File: src/rtl/arith_share_arbiter.sv
// Round-robin arbiter that shares one pipelined add/multiply unit among
// NUM_REQ requesters. Each accepted operation is tagged with its requester
// id and returns after exactly LATENCY cycles, in accept order.
module arith_share_arbiter #(
  parameter int WIDTH   = 8,
  parameter int NUM_REQ = 4,
  parameter int LATENCY = 2
) (
  input  logic                                          clk,
  input  logic                                          reset,
  input  logic [NUM_REQ-1:0]                            req_valid,
  output logic [NUM_REQ-1:0]                            req_ready,
  input  logic [NUM_REQ*WIDTH-1:0]                      req_a,
  input  logic [NUM_REQ*WIDTH-1:0]                      req_b,
  input  logic [NUM_REQ-1:0]                            req_op,
  output logic                                          rsp_valid,
  output logic [((NUM_REQ > 1) ? $clog2(NUM_REQ) : 1)-1:0] rsp_id,
  output logic [2*WIDTH-1:0]                            rsp_result,
  output logic [NUM_REQ-1:0]                            pending
);

  localparam int IDW = (NUM_REQ > 1) ? $clog2(NUM_REQ) : 1;
  localparam int RW  = 2 * WIDTH;

  // Add keeps the carry (zero-extended WIDTH+1 bit sum); multiply is the
  // full unsigned 2*WIDTH-bit product.
  function automatic logic [RW-1:0] calc_result(input logic             op,
                                                input logic [WIDTH-1:0] a,
                                                input logic [WIDTH-1:0] b);
    if (op) return RW'(a) * RW'(b);
    return RW'(a) + RW'(b);
  endfunction

  logic [IDW-1:0]     ptr;
  logic [NUM_REQ-1:0] eligible;
  logic               gnt_any;
  logic [IDW-1:0]     gnt_id;
  logic [IDW-1:0]     idx;
  logic [WIDTH-1:0]   acc_a;
  logic [WIDTH-1:0]   acc_b;
  logic               acc_op;

  // Signals feeding the response register from the last internal stage.
  logic               last_vld;
  logic [IDW-1:0]     last_id;
  logic [RW-1:0]      last_res;

  assign eligible = req_valid & ~pending;

  // Search eligible requesters starting at ptr, wrapping; first hit is granted.
  always_comb begin
    gnt_any = 1'b0;
    gnt_id  = '0;
    idx     = '0;
    for (int o = 0; o < NUM_REQ; o++) begin
      idx = IDW'((int'(ptr) + o) % NUM_REQ);
      if (!gnt_any && eligible[idx]) begin
        gnt_any = 1'b1;
        gnt_id  = idx;
      end
    end
    if (reset) gnt_any = 1'b0;
    req_ready = gnt_any ? (NUM_REQ'(1) << gnt_id) : '0;
  end

  assign acc_a  = req_a[int'(gnt_id)*WIDTH +: WIDTH];
  assign acc_b  = req_b[int'(gnt_id)*WIDTH +: WIDTH];
  assign acc_op = req_op[gnt_id];

  // Advance the round-robin pointer past the requester just accepted.
  always_ff @(posedge clk) begin
    if (reset) begin
      ptr <= '0;
    end else if (gnt_any) begin
      ptr <= (gnt_id == IDW'(NUM_REQ - 1)) ? '0 : gnt_id + 1'b1;
    end
  end

  // Track one outstanding operation per requester: set on accept, clear on
  // the edge where its response is consumed.
  always_ff @(posedge clk) begin
    if (reset) begin
      pending <= '0;
    end else begin
      pending <= (pending & ~(rsp_valid ? (NUM_REQ'(1) << rsp_id) : NUM_REQ'(0)))
                 | req_ready;
    end
  end

  generate
    if (LATENCY == 1) begin : g_direct
      // With a single stage the result is formed straight from the granted
      // operands and lands in the response register.
      assign last_vld = gnt_any;
      assign last_id  = gnt_id;
      assign last_res = calc_result(acc_op, acc_a, acc_b);
    end else begin : g_pipe
      logic             vld_p0;
      logic [IDW-1:0]   id_p0;
      logic             op_p0;
      logic [WIDTH-1:0] a_p0;
      logic [WIDTH-1:0] b_p0;
      logic [RW-1:0]    res_p0;

      // ---- stage 1: accepted operands and tag ----
      // Valid bit is reset so a reset discards everything in flight.
      always_ff @(posedge clk) begin
        if (reset) vld_p0 <= 1'b0;
        else       vld_p0 <= gnt_any;
      end

      // Operand capture needs no reset; it is qualified by vld_p0.
      always_ff @(posedge clk) begin
        id_p0 <= gnt_id;
        op_p0 <= acc_op;
        a_p0  <= acc_a;
        b_p0  <= acc_b;
      end

      assign res_p0 = calc_result(op_p0, a_p0, b_p0);

      if (LATENCY == 2) begin : g_two
        assign last_vld = vld_p0;
        assign last_id  = id_p0;
        assign last_res = res_p0;
      end else begin : g_deep
        logic           vld_p1 [LATENCY-2];
        logic [IDW-1:0] id_p1  [LATENCY-2];
        logic [RW-1:0]  res_p1 [LATENCY-2];

        // ---- stages 2..LATENCY-1: result delay line ----
        // Shift the valid bits, clearing them on reset.
        always_ff @(posedge clk) begin
          if (reset) begin
            for (int j = 0; j < LATENCY - 2; j++) vld_p1[j] <= 1'b0;
          end else begin
            vld_p1[0] <= vld_p0;
            for (int j = 1; j < LATENCY - 2; j++) vld_p1[j] <= vld_p1[j-1];
          end
        end

        // Shift id and result alongside their valid bits.
        always_ff @(posedge clk) begin
          id_p1[0]  <= id_p0;
          res_p1[0] <= res_p0;
          for (int j = 1; j < LATENCY - 2; j++) begin
            id_p1[j]  <= id_p1[j-1];
            res_p1[j] <= res_p1[j-1];
          end
        end

        assign last_vld = vld_p1[LATENCY-3];
        assign last_id  = id_p1[LATENCY-3];
        assign last_res = res_p1[LATENCY-3];
      end
    end
  endgenerate

  // ---- final stage: response register ----
  // id and result only load with a valid response so they hold otherwise.
  always_ff @(posedge clk) begin
    if (reset) begin
      rsp_valid  <= 1'b0;
      rsp_id     <= '0;
      rsp_result <= '0;
    end else begin
      rsp_valid <= last_vld;
      if (last_vld) begin
        rsp_id     <= last_id;
        rsp_result <= last_res;
      end
    end
  end

endmodule
File: config.mk
export PLATFORM = sky130hd
export DESIGN_NAME = arith_share_arbiter
export DESIGN_NICKNAME = d
export VERILOG_FILES = /design/src/rtl/arith_share_arbiter.sv
export SDC_FILE = /design/constraint.sdc
export NUM_CORES = 1
export LEC_CHECK = 0
export ABC_CLOCK_PERIOD_IN_PS = 10400
export BUFFER_PORTS_ARGS = -buffer_cell sky130_fd_sc_hd__clkbuf_2
export CORE_ASPECT_RATIO = 0.8
export CORE_MARGIN = 2
export CORE_UTILIZATION = 60
export CTS_CLUSTER_SIZE = 28
export DETAILED_ROUTE_END_ITERATION = 8
export PLACE_DENSITY = 0.94
export SETUP_SLACK_MARGIN = 0.5
export SYNTH_ARGS = -nofsm -noshare
export SYNTH_HDL_FRONTEND = slang
export SYNTH_SLANG_ARGS = --single-unit
File: constraint.sdc
create_clock -name clk -period 10.4 [get_ports clk]
set_clock_uncertainty 0.1 [all_clocks]
set_input_delay 2.08 -clock clk [delete_from_list [all_inputs] [get_ports clk]]
set_output_delay 2.08 -clock clk [all_outputs]
set_load 0.05 [all_outputs]
==> qor.csv <==
metric,value,unit
share of cells above drive strength 1,19.56,%
routed len/inst,16.43,um
# resized after CTS,0,
fmax,0.1619,GHz
"most common cell after layout, fill and taps aside",clkbuf_2,
number of buffers created by CTS,5,
drt via density,5.692,
number of diodes,0,
largest net degree at the start of global routing,39,
Crit path depth,9,
slew margin rel.,49.09,%
cell depth of the worst flop-to-flop path,15,
fin area,0.005186,mm2
fill cell count,540,
Mapped Area,0.004566,mm2
r2r endpoint,rsp_result[11]$_SDFFE_PP0P_,
MaxCap Viol Count,0,
CTS max path bufs,2,
most frequent cells in the layout,"clkbuf_2, inv_1, mux2i_1",
H-Tree Depth,2,
Final Hold Viols,0,
Die Area,0.008327,mm2
First-pass DRT Iterations,5,
Ys Warns,0,
Core Rows,28,
slowest cell on the critical path,nor2_8,
Final Routed Wirelength,11.47,mm
area of the multi-input gates,0.003306,mm2
Tot GR Track Use,30.30,%
CORE AREA,0.007392,mm2
min-delay src,rsp_result[14]$_SDFFE_PP0P_,
vias in the first global route,4361,
min Tclk post-route,6.177,ns
crit path launch type,input pin,
die height,82.02,um
Worst Setup SP,req_valid[0],
syn avg cell area,9.168,um2
Final #Nets,751,
CP top delay family,simple AND/OR/NAND/NOR gates,
first-pass GRT wire length,19.67,mm
"Distinct cells, synth",53,
Final Cycle Share,59.40,%
register area,900.9,um2
critical path required time,8.22,ns
"Primary FF master, synth",dfxtp_1,
CTS root buffer,clkbuf_8,
Horiz. Die Dim,101.5,um
Area Overhead vs Synth,13.59,%
placer congestion estimate,0.9276,
cts hold-fix bufs,0,
final setup fails,0,
clock sink total,45,
Syn Nets,657,
register bit total from synthesis,45,
area post-placement,0.005067,mm2
"setup slack, reg-to-reg",5.59,ns
initial drt markers,174,
TritonCTS clock tree,built,
global route overflow,0,
"Async S/R FF share, synth",0,%
synthesized instance count,498,
"Slew Viols, Final",0,
"Seq/Total Area, Yosys",19.73,%
Least-Margin Pin Slew,0.7637,ns
DRC,0,
DPL Wire Length,8.777,mm
crit path cell chain,clkbuf_2 -> and3b_1 -> o21ai_1 -> a21oi_2 -> nor2_8 -> inv_1 -> ha_1 -> and2_1 -> clkbuf_2,
clock slew seen by the registers of the worst setup and hold paths,0.09,ns
crit path DAT,4.00,ns
WS Path Type,in2out,
postcts setup bufs,0,
I/O pin count,101,
largest stage delay on the critical path,0.63,ns
Area contributors post-synth,"dfxtp_1, fa_1, ha_1",
Buf/Inv on CP,3,
"area leader, netlist",dfxtp_1,
type of the most critical hold path,reg2reg,
status,"complete, no violations",
ANT nets after route,0,
number of synthesized flops with an enable pin,0,
CP Capture Type,output port,
top cell type's share of synthesized area,19.73,%
initial antenna violation count,0,
clk_lat worst skew,0.31,ns
I/O Buffers,100,
RSZ-0062 raised after global routing,false,
Setup TNS Final,0,ns
Initial Utilization,61.76,%
largest fanout on the critical path,38,
vias,3973,
Crit path top cell by count,clkbuf_2,
worst setup path endpoint,req_ready[1],
worst r2r src,g_pipe.a_p0[1]$_DFF_P_,
worst hold margin,0.3529,ns
## synth_stat cells, drive strengths merged (2+ instances only)
library cell and instances:
inv 61, nand4 3, or3 3, o2111ai 2, nor2b 12, nor4b 2
dfxtp 45, o21a 2, nor4 2, nor2 29, buf 6, clkbuf 7
o21ai 18, o211ai 2, nand2b 6, a22oi 2, a211oi 9, nand2 32
ha 48, xor2 4, nand3 5, and2 49, nor3 6, a21o 5
fa 37, o31ai 2, a21oi 22, xnor2 7, mux2i 55
## through the flow
step                      utilization (%)  instances  setup WS [ns]
after floorplan                         -        498          4.510
after global placement              68.55        690          4.354
after detailed placement            68.55        690          4.210
after CTS                           70.16        698          4.202
after global routing                70.16        698          4.043
final                               70.16        698          4.223
## worst reg2reg max path: cells and delay by family (launching register included)
kind,cells,cell delay [ns]
simple gates,2,0.22
flops,1,0.58
buf+inv,3,0.18
compound gates,5,1.17
fa+ha+maj,5,2.49
## logic make-up (layout without fill, tap and decap cells)
kind of cell	Yosys count	after routing	share of synthesized area, %
xor gates and xnor gates	11	11	2.110
DFF	45	45	19.73
and+or+nand+nor	156	156	18.64
adders and majority gates	85	85	29.38
buffers and inverters	74	169	7.865
AOI/OAI and AO/OA	72	72	10.22
muxes	55	55	12.06
## state kept, by name (all words and copies together), names as in the netlist
signal         cells
g_pipe.a_p0        8
g_pipe.b_p0        8
g_pipe.id_p0       2
g_pipe.op_p0       1
g_pipe.vld_p0      1
pending            4
ptr                2
rsp_id             2
rsp_result        16
rsp_valid          1
## routing by layer
layer / vias to the layer above / part of all wire (%) / global-route usage, %
met5: - / 0 / 0
met4: 0 / 3.7 / 13.38
met3: 44 / 5.8 / 5.447
met2: 171 / 51 / 56.32
met1: 1894 / 40 / 33.99
li1: 1864 / - / -
## layout make-up
| class | instances | area share, % |
|---|---|---|
| well taps | 105 | 2.533 |
| flip-flops and latches | 45 | 17.37 |
| repair buffers | 100 | 9.650 |
| clock buffers | 5 | 1.327 |
| clock inverters | 3 | 0.9650 |
| multi-input cells | 379 | 63.74 |
| inverters | 61 | 4.415 |
## worst min-delay path by stage
stage | end | slack [ns] | cells past startpoint
2_1_floorplan | rsp_id[0]$_SDFFE_PP0P_ | 0.34 | 2
4_1_cts | rsp_result[15]$_SDFFE_PP0P_ | 0.35 | 2
6_report | rsp_result[14]$_SDFFE_PP0P_ | 0.35 | 2
3_3_place_gp | rsp_result[11]$_SDFFE_PP0P_ | 0.34 | 2
5_1_grt | rsp_result[14]$_SDFFE_PP0P_ | 0.37 | 2
3_5_place_dp | rsp_result[15]$_SDFFE_PP0P_ | 0.34 | 2
Power is left out: the tool's default activity adds up to more than one toggle a clock period on the data nets, which glitch-free logic cannot reach.
